<file path="src/rtl/reorder_queue_drain_pkg.sv">
// reorder_queue_drain_pkg: derivations, drain FSM encoding and RAM row addressing shared by both sides of the reorder queue.
package reorder_queue_drain_pkg;
  typedef enum logic [1:0] {S_IDLE, S_READ, S_CLEAR} state_t;
  localparam int DW_BITS = 32;
  function automatic int pci_words(input int width);
    return width / DW_BITS;
  endfunction
  function automatic int num_tags(input int tag_width);
    return 1 << tag_width;
  endfunction
  function automatic int row_addr(input int tag, input int row, input int stride);
    return (tag << stride) + row;
  endfunction
endpackage

</file>
<file path="src/rtl/reorder_drain_skid.sv">
// reorder_drain_skid: 2-entry ready/valid FIFO; the head entry is presented directly and stays put until popped.
module reorder_drain_skid #(
  parameter int P = 8
) (
  input  logic         clk,
  input  logic         rst,
  input  logic         push_i,
  input  logic [P-1:0] din_i,
  input  logic         ready_i,
  output logic         valid_o,
  output logic [P-1:0] dout_o,
  output logic [1:0]   cnt_o
);
  logic [P-1:0] mem_q [2];
  logic         wp_q, rp_q, pop;
  logic [1:0]   cnt_q;
  assign valid_o = cnt_q != 2'd0;
  assign pop     = valid_o & ready_i;
  assign dout_o  = mem_q[rp_q];
  assign cnt_o   = cnt_q;
  always_ff @(posedge clk or posedge rst) begin
    if (rst) begin
      mem_q[0] <= '0;
      mem_q[1] <= '0;
      wp_q     <= 1'b0;
      rp_q     <= 1'b0;
      cnt_q    <= 2'd0;
    end else begin
      if (push_i) mem_q[wp_q] <= din_i;
      wp_q  <= wp_q ^ push_i;
      rp_q  <= rp_q ^ pop;
      cnt_q <= cnt_q + 2'(push_i) - 2'(pop);
    end
  end
endmodule

</file>
<file path="src/rtl/reorder_queue_drain.sv">
// reorder_queue_drain: releases finished tags strictly in issue order, streaming their RAM payload and clearing each tag once drained.
module reorder_queue_drain
  import reorder_queue_drain_pkg::*;
#(
  parameter int C_PCI_DATA_WIDTH         = 128,
  parameter int C_TAG_WIDTH              = 5,
  parameter int C_TAG_DW_COUNT_WIDTH     = 8,
  parameter int C_DATA_ADDR_STRIDE_WIDTH = 5,
  parameter int C_DATA_ADDR_WIDTH        = 10
) (
  input  logic                                                   CLK,
  input  logic                                                   RST,
  input  logic [(1<<C_TAG_WIDTH)-1:0]                            TAG_FINISH,
  input  logic                                                   PKT_VALID,
  input  logic [C_TAG_WIDTH-1:0]                                 PKT_TAG,
  input  logic [C_TAG_DW_COUNT_WIDTH-1:0]                        PKT_WORDS,
  input  logic                                                   PKT_ERR,
  output logic [(1<<C_TAG_WIDTH)-1:0]                            TAG_CLEAR,
  output logic [C_DATA_ADDR_WIDTH*(C_PCI_DATA_WIDTH/32)-1:0]     RAM_ADDR,
  input  logic [C_PCI_DATA_WIDTH-1:0]                            RAM_DATA,
  output logic                                                   ENG_VALID,
  input  logic                                                   ENG_READY,
  output logic [C_PCI_DATA_WIDTH-1:0]                            ENG_DATA,
  output logic [$clog2(C_PCI_DATA_WIDTH/32+1)-1:0]               ENG_DATA_COUNT,
  output logic [C_TAG_WIDTH-1:0]                                 ENG_TAG,
  output logic                                                   ENG_DONE,
  output logic                                                   ENG_ERR
);
  localparam int W  = pci_words(C_PCI_DATA_WIDTH);
  localparam int NT = num_tags(C_TAG_WIDTH);
  localparam int CW = $clog2(W + 1);
  localparam int PW = C_PCI_DATA_WIDTH + CW + C_TAG_WIDTH + 2;
  state_t                              state_q;
  logic [C_TAG_WIDTH-1:0]              head_q, infl_tag_q;
  logic [C_TAG_DW_COUNT_WIDTH-1:0]     remain_q, remain_d, head_words;
  logic [C_TAG_DW_COUNT_WIDTH-1:0]     words_q [NT];
  logic [C_DATA_ADDR_STRIDE_WIDTH-1:0] row_q;
  logic [C_DATA_ADDR_WIDTH-1:0]        addr_q;
  logic [NT-1:0]                       pending_q, errtab_q, tag_clear_q, clr_mask, err_set;
  logic [CW-1:0]                       beat_cnt, infl_cnt_q;
  logic                                err_q, infl_q, infl_done_q, infl_err_q;
  logic                                head_pkt, head_err, head_ready, pop, room, issue, drained;
  logic [2:0]                          occ;
  logic [1:0]                          fifo_cnt;
  logic [C_PCI_DATA_WIDTH-1:0]         data_masked;
  logic [PW-1:0]                       fifo_in, fifo_out;
  // Same-cycle write-side updates for the head tag are forwarded so the load never sees stale table entries.
  always_comb begin
    head_pkt   = PKT_VALID && PKT_TAG == head_q;
    head_words = head_pkt ? PKT_WORDS : words_q[head_q];
    head_err   = errtab_q[head_q] | (head_pkt & PKT_ERR);
    head_ready = pending_q[head_q] | TAG_FINISH[head_q];
    pop        = ENG_VALID & ENG_READY;
    occ        = 3'(fifo_cnt) + 3'(infl_q) - 3'(pop);
    room       = occ < 3'd2;
    beat_cnt   = remain_q >= C_TAG_DW_COUNT_WIDTH'(W) ? CW'(W) : CW'(remain_q);
    remain_d   = remain_q - C_TAG_DW_COUNT_WIDTH'(beat_cnt);
    issue      = state_q == S_READ && room;
    drained    = state_q == S_CLEAR && pop && ENG_DONE;
    clr_mask   = drained ? NT'(1) << head_q : '0;
    err_set    = PKT_VALID && PKT_ERR ? NT'(1) << PKT_TAG : '0;
  end
  always_ff @(posedge CLK or posedge RST) begin
    if (RST) begin
      state_q     <= S_IDLE;
      head_q      <= '0;
      remain_q    <= '0;
      row_q       <= '0;
      err_q       <= 1'b0;
      pending_q   <= '0;
      errtab_q    <= '0;
      tag_clear_q <= '0;
      addr_q      <= '0;
      infl_q      <= 1'b0;
      infl_cnt_q  <= '0;
      infl_tag_q  <= '0;
      infl_done_q <= 1'b0;
      infl_err_q  <= 1'b0;
      for (int t = 0; t < NT; t++) words_q[t] <= '0;
    end else begin
      tag_clear_q <= clr_mask;
      pending_q   <= (pending_q & ~clr_mask) | TAG_FINISH;
      errtab_q    <= (errtab_q & ~clr_mask) | err_set;
      if (PKT_VALID) words_q[PKT_TAG] <= PKT_WORDS;
      infl_q <= issue;
      if (issue) begin
        addr_q      <= C_DATA_ADDR_WIDTH'(row_addr(int'(head_q), int'(row_q), C_DATA_ADDR_STRIDE_WIDTH));
        infl_cnt_q  <= beat_cnt;
        infl_tag_q  <= head_q;
        infl_done_q <= remain_d == '0;
        infl_err_q  <= err_q;
        remain_q    <= remain_d;
        row_q       <= row_q + C_DATA_ADDR_STRIDE_WIDTH'(1);
      end
      case (state_q)
        S_IDLE: if (head_ready) begin
          remain_q <= head_words;
          row_q    <= '0;
          err_q    <= head_err;
          state_q  <= S_READ;
        end
        S_READ: if (issue && remain_d == '0) state_q <= S_CLEAR;
        S_CLEAR: if (drained) begin
          head_q  <= head_q + C_TAG_WIDTH'(1);
          state_q <= S_IDLE;
        end
        default: state_q <= S_IDLE;
      endcase
    end
  end
  // DWs beyond the beat count are zeroed so the stream never carries another tag's leftovers.
  for (genvar g = 0; g < W; g++) begin : g_mask
    assign data_masked[32*g+:32] = CW'(g) < infl_cnt_q ? RAM_DATA[32*g+:32] : 32'd0;
  end
  assign fifo_in   = {data_masked, infl_cnt_q, infl_tag_q, infl_done_q, infl_err_q};
  assign {ENG_DATA, ENG_DATA_COUNT, ENG_TAG, ENG_DONE, ENG_ERR} = fifo_out;
  assign RAM_ADDR  = {W{addr_q}};
  assign TAG_CLEAR = tag_clear_q;
  reorder_drain_skid #(.P(PW)) u_skid (
    .clk    (CLK),
    .rst    (RST),
    .push_i (infl_q),
    .din_i  (fifo_in),
    .ready_i(ENG_READY),
    .valid_o(ENG_VALID),
    .dout_o (fifo_out),
    .cnt_o  (fifo_cnt)
  );
endmodule

</file>
<file path="config.mk">
export PLATFORM = sky130hd
export DESIGN_NAME = reorder_queue_drain
export DESIGN_NICKNAME = d
export VERILOG_FILES = /design/src/rtl/reorder_queue_drain_pkg.sv /design/src/rtl/reorder_drain_skid.sv /design/src/rtl/reorder_queue_drain.sv
export SDC_FILE = /design/constraint.sdc
export NUM_CORES = 2
export LEC_CHECK = 0
export CAP_MARGIN = 20
export CORE_MARGIN = 8
export CORE_UTILIZATION = 50
export CTS_CLUSTER_DIAMETER = 50
export CTS_CLUSTER_SIZE = 40
export DETAILED_ROUTE_END_ITERATION = 10
export GPL_TIMING_DRIVEN = 0
export PLACE_DENSITY = 0.73
export SYNTH_ARGS = -nofsm -noshare
export SYNTH_HDL_FRONTEND = slang
export SYNTH_SLANG_ARGS = --single-unit
export TNS_END_PERCENT = 50
</file>
<file path="constraint.sdc">
create_clock -name CLK -period 47.9 [get_ports CLK]
set_input_delay 9.58 -clock CLK [delete_from_list [all_inputs] [get_ports CLK]]
set_output_delay 9.58 -clock CLK [all_outputs]
set_load 0.01 [all_outputs]
</file>
======== Word-level counts from Yosys, hierarchy flattened ========
Index checks and enable logic that the tools add are counted.
cells by class
  add/sub/neg operators ................... 8
  order comparisons ....................... 13
  equal/unequal tests ..................... 6
  shift-type cells ........................ 2
  muxes and demuxes ....................... 36
  bitwise logic cells ..................... 15
  reduce and logical (&&, ||, !) cells .... 14
operator list
  cell                                                                                 count
  138-bit two-way mux                                                                  4
  276-bit bitwise mux                                                                  1
  256-bit bitwise mux                                                                  1
  32-bit two-way mux                                                                   6
  138-bit demux with 1-bit select                                                      1
  32-bit AND                                                                           2
  32-bit OR                                                                            2
  1-bit by 5-bit << shifter with 32-bit output, first input constant                   2
  8-bit two-way mux                                                                    7
  8-bit binary-select mux with 5-bit select                                            1
  8-bit demux with 5-bit select                                                        1
  32-bit inverter                                                                      1
  1-bit binary-select mux with 5-bit select                                            3
  5-bit two-way mux                                                                    3
  6-bit greater-or-equal comparator, second input constant                             2
  5-bit inverter with 6-bit output                                                     2
  10-bit by 5-bit adder with 10-bit output                                             1
  5-bit by 1-bit adder with 5-bit output, second input constant                        2
  8-bit by 3-bit greater-or-equal comparator with 1-bit output, second input constant  1
  1-bit logical AND                                                                    8
  8-bit logical NOT                                                                    1
  8-bit by 3-bit subtractor with 8-bit output                                          1
  1-bit by 3-bit < comparator with 1-bit output, first input constant                  2
  2-bit by 3-bit < comparator with 1-bit output, first input constant                  2
  other kinds (26)                                                                     37
word-level totals
  register bits ........................... 674
  output and inout bits ................... 211

======== Longest topological paths before layout ========
  word-level depth ........................ 9
  mapped depth ............................ 12
  depth with buffers taken out ............ 12

======== By module ========
A second synthesis with hierarchy kept.
second synthesis, totals
  cell total of the unflattened synthesis .. 2311
  area total of the unflattened synthesis .. 30925.9 um^2
modules (own cells, without submodules)
  module               times used  cells each  area each (um^2)  seq. area each (um^2)
  reorder_queue_drain  1           1558        18755.5           9734.3
  reorder_drain_skid   1           753         12170.4           7006.7

======== Worst setup path before layout ========
OpenSTA, ideal clock, no wires.
  kind .................................... input to register
  from .................................... input port ENG_READY
  to ...................................... register state_q[0]
  arrival time ............................ 12.056 ns
  slack ................................... 35.701 ns
  stages .................................. 12
  buffers on the path ..................... 0
  path through ............................ o21a_1 ha_1 inv_1 ha_1 inv_1 fa_1 xnor2_1 nand4b_1 or4_1 a2111oi_0 and3_1 a311oi_1
between the ends
  cells in the longest elaborated chain, start to end .. 7
  elaborated cells on any way between the ends .. 10
  those cells by class .................... add/sub: 1; order compare: 1; eq/ne: 2; bitwise: 1; reduce/logical: 5
ends and longest elaborated chain
  item                                                        RTL line                    source
  start, declared                                             reorder_queue_drain.sv:22   input logic ENG_READY,
  1-bit AND *                                                 reorder_queue_drain.sv:53   pop = ENG_VALID & ENG_READY;
  3-bit by 1-bit subtractor with 3-bit output                 reorder_queue_drain.sv:54   occ = 3'(fifo_cnt) + 3'(infl_q) - 3'(pop);
  3-bit by 2-bit < comparator with 1-bit output               reorder_queue_drain.sv:55   room = occ < 3'd2;
  1-bit logical AND                                           reorder_queue_drain.sv:58   issue = state_q == S_READ && room;
  1-bit logical AND                                           reorder_queue_drain.sv:102  S_READ: if (issue && remain_d == '0) state_q <= S_CLEAR;
  2-bit by 1-bit inequality test with 1-bit output (no line)  --
  3-bit AND reduction (no line) *                             --
  end signal, assigned                                        reorder_queue_drain.sv:102
  end signal, assigned                                        reorder_queue_drain.sv:105  state_q <= S_IDLE;
  end signal, assigned                                        reorder_queue_drain.sv:107  default: state_q <= S_IDLE;
  end, declared                                               reorder_queue_drain.sv:33   state_t state_q;
Every way passes the cells marked *; elsewhere a longest branch is shown, timed or not.
A chain may end at the register's enable or synchronous reset.

======== Final worst setup path ========
  from .................................... register u_skid.rp_q
  to ...................................... output port ENG_DATA[4]
between the ends
  cells in the longest elaborated chain, start to end .. 4
ends and longest elaborated chain
  item                                                     RTL line                   source
  start, declared                                          reorder_drain_skid.sv:15   logic wp_q, rp_q, pop;
  start signal, assigned                                   reorder_drain_skid.sv:31   rp_q <= rp_q ^ pop;
  1-bit inverter with 2-bit output (implied by the code)   reorder_drain_skid.sv:19   assign dout_o = mem_q[rp_q];
  138-bit two-way mux (implied by the code) (3 in series)  reorder_drain_skid.sv:19
  end, declared                                            reorder_queue_drain.sv:23  output logic [C_PCI_DATA_WIDTH-1:0] ENG_DATA,
No other way between the ends. The select of a mux whose other input is x is not followed.

==> metrics.cfg <==
[pwr]
powerDensity_nw_per_um2 = 57.25
total_power_mw = 2.170
p_leak_nw = 17.25
irDropWorstVdd_mv = 0.03349

[grt]
grt_pass1_wl_mm = 151.9
use_met2 = 0.4639
grt_pass1_vias = 25090
busiest_layer = met2
overflow = 0
grt_max_degree = 125
met3_usage = 0.05734
grt_util_met1 = 0.3541
track_usage = 0.2802
antenna_found_initial = 10

[routing]
first_pass_iters = 7
num_vias = 24590
routed_wl_mm = 99.48
ant_nets = 0
drc_errors = 0
first_iter_violations = 2643
vias_per_cell = 5.903
wl_per_cell_um = 23.89

[place]
post-place-ws_ps = 34530
dpl.hpwl_mm = 72.56
portBuffers = 385
place_area_um2 = 35470
gp_congestion = 0.9092
place_inst = 4034

[setup_path]
worstPathArrival_ps = 4400
start_kind = flop
reg2reg_from = u_skid.cnt_o[1]
startpoint = u_skid.rp_q
crit_fanout = 10
path_cells = clkbuf_1 > clkbuf_1 > clkbuf_1 > clkbuf_1 > nand2_1 > o21ai_0 > clkdlybuf4s50_1
worstSetupPathType = flop to output pin
max_stage_delay_ps = 700
worstPathRequired_ps = 38320
cp_slowest_cell = clkdlybuf4s50_1
critical_path.most_common_cell = clkbuf_1
end_kind = output pin

[clocking]
ctsResizeCount = 0
h-tree-depth = 3
root_buffer = clkbuf_16
cts_hold_buf = 0
post_cts_buffers = 0
clk_pin_slew_ps = 70
clock_latency_ps = 630
cts_tree = yes
cts.sinks = 669
cts_buffers = 69
cts_max_path_buffers = 3

[timing]
whs_ps = 472.4
setup_slack_ps = 33920
timing.fmax_mhz = 71.52
fin_worst_skew_ps = 34.75
slew_headroom = 0.2929
finalHoldViolCount = 0
finalSetupTns_ps = 0
period_share = 0.2919
setup_violations = 0
maxSlewViolCount = 0
rsz0062_at_grt = no
worstMarginPinSlew_ps = 1058
fin_crit_ps = 13980

[final_layout]
final_cell_mix = dfrtp_1 (669), o21ai_0 (412), clkdlybuf4s50_1 (385)
mostFrequentLayoutCell = dfrtp_1
utilization = 0.6292
layout.cells.non_filler = 4165
area_delta_synth_final_pct = 24.44
drive_gt1_frac = 0.1534
nNetsFinal = 3514
fillers = 4698
post-route-cell-area_um2 = 37910

[synthesis]
syn_nets = 3049
yosysUniqueCellTypes = 65
synthCells = 2858
synth_edf_count = 0
avgSynthCellArea_um2 = 10.66
yosysSeqAreaShare = 0.5496
synth.cell_area_um2 = 30460
async_reset_ff_frac = 1.000
synth-seq-cells = 669
yosysWarnings = 0
synth_ff_type = dfrtp_1

[min_path]
hold_path.startpoint = pending_q[9]
hold_class = flop to flop

[run_status]
outcome = complete, no violations

[floorplanning]
die_h_um = 262.8
die_area_um2 = 69080
initial_core_util = 0.5056
core-area_um2 = 60250
die_w_um = 262.8
num_rows = 90
ios = 389

[flow_run]
drv_cap = 0

## per-layer routing
metal,part of all wire,wire (µm)
met3,0.078,7763
met4,0.045,4447
met2,0.48,48090
met1,0.39,39130
met5,0.00048,48
## synth_stat cells (3+ instances only)
cell type | number | area, µm²
buf_1 | 22 | 82.58
mux2i_1 | 92 | 920.9
a21o_1 | 36 | 270.3
nor2b_1 | 8 | 50.05
nand2b_1 | 3 | 18.77
buf_6 | 3 | 33.78
nand4_1 | 4 | 25.02
a21oi_1 | 29 | 145.1
a22o_1 | 19 | 166.4
o221ai_1 | 7 | 61.31
a221oi_1 | 7 | 61.31
o41ai_1 | 3 | 26.28
buf_2 | 9 | 45.04
a31oi_1 | 4 | 25.02
o21ai_0 | 412 | 2062
xor2_1 | 9 | 78.83
and2_1 | 7 | 43.79
nor3_1 | 20 | 100.1
nor3b_1 | 4 | 30.03
a22oi_1 | 12 | 90.09
or3_1 | 7 | 43.79
and3_1 | 7 | 43.79
inv_1 | 301 | 1130
xnor2_1 | 8 | 70.07
nand2_1 | 237 | 889.6
nand3_1 | 272 | 1361
nor4_1 | 4 | 25.02
a211oi_1 | 11 | 82.58
nor2_1 | 43 | 161.4
buf_4 | 42 | 315.3
mux4_2 | 37 | 833.3
or2_2 | 4 | 25.02
ha_1 | 12 | 150.1
a2bb2oi_1 | 5 | 43.79
dfrtp_1 | 669 | 16740
nand3b_1 | 4 | 30.03
mux2_2 | 288 | 3243
o22ai_1 | 6 | 37.54
o311ai_0 | 5 | 43.79
clkbuf_1 | 158 | 593.1
## critical path, delay by kind of cell, from the launching register on
family	cells	cell delay [ps]
buffers and inverters	5	2960
and+or+nand+nor	1	90
DFF	1	510
AOI/OAI and AO/OA	1	210
## where the power goes
part / switching, mW / leakage, nW / internal (mW) / total, mW
Sequential: 0.0854 / 8.35 / 0.732 / 0.817
Clock: 0.252 / 1.17 / 0.317 / 0.569
Combinational: 0.446 / 7.73 / 0.339 / 0.785
## final cells by class
cell class,count,area (µm²),share of cell area
flip-flops and latches,669,16740,0.4416
multi-input cells,1652,11500,0.3034
repair buffers,394,4021,0.1061
clock buffers,82,1867,0.04925
inverters,303,1157,0.03053
plain buffers,234,1070,0.02822
well taps,782,978.4,0.02581
clock inverters,42,554.3,0.01462
diodes,7,17.52,0.0004621
## registers in the layout (all words and copies together) (netlist names), 2 cells and up
name          cells
head_q            5
TAG_CLEAR        32
words_q         256
addr_q            5
pending_q        32
row_q             5
infl_tag_q        5
infl_cnt_q        3
u_skid.mem_q    276
errtab_q         32
state_q           2
remain_q          8
u_skid.cnt_o      2
## final timing paths
kind	endpoint	slack (ps)	depth (start not counted)
worst min register to register	pending_q[9]	470	1
worst max register to register	state_q[0]	44270	12
min in group asynchronous	TAG_CLEAR[17]	9460	2
worst min-delay path	pending_q[9]	470	1
max in group asynchronous	u_skid.mem_q[104]	36330	5
worst max-delay path	ENG_DATA[4]	33920	7
## cell families (layout without fill, tap and decap cells)
kind of cell,Yosys count,in the layout,share of synthesized area
flops,669,669,0.5496
fa+ha+maj,14,14,0.005915
buf+inv,537,1055,0.07287
other cells,1,8,0.0001231
simple gates,632,632,0.09570
mux,417,417,0.1641
xor+xnor,17,17,0.004888
compound gates,571,571,0.1069
(Power assumes the default switching activity.)
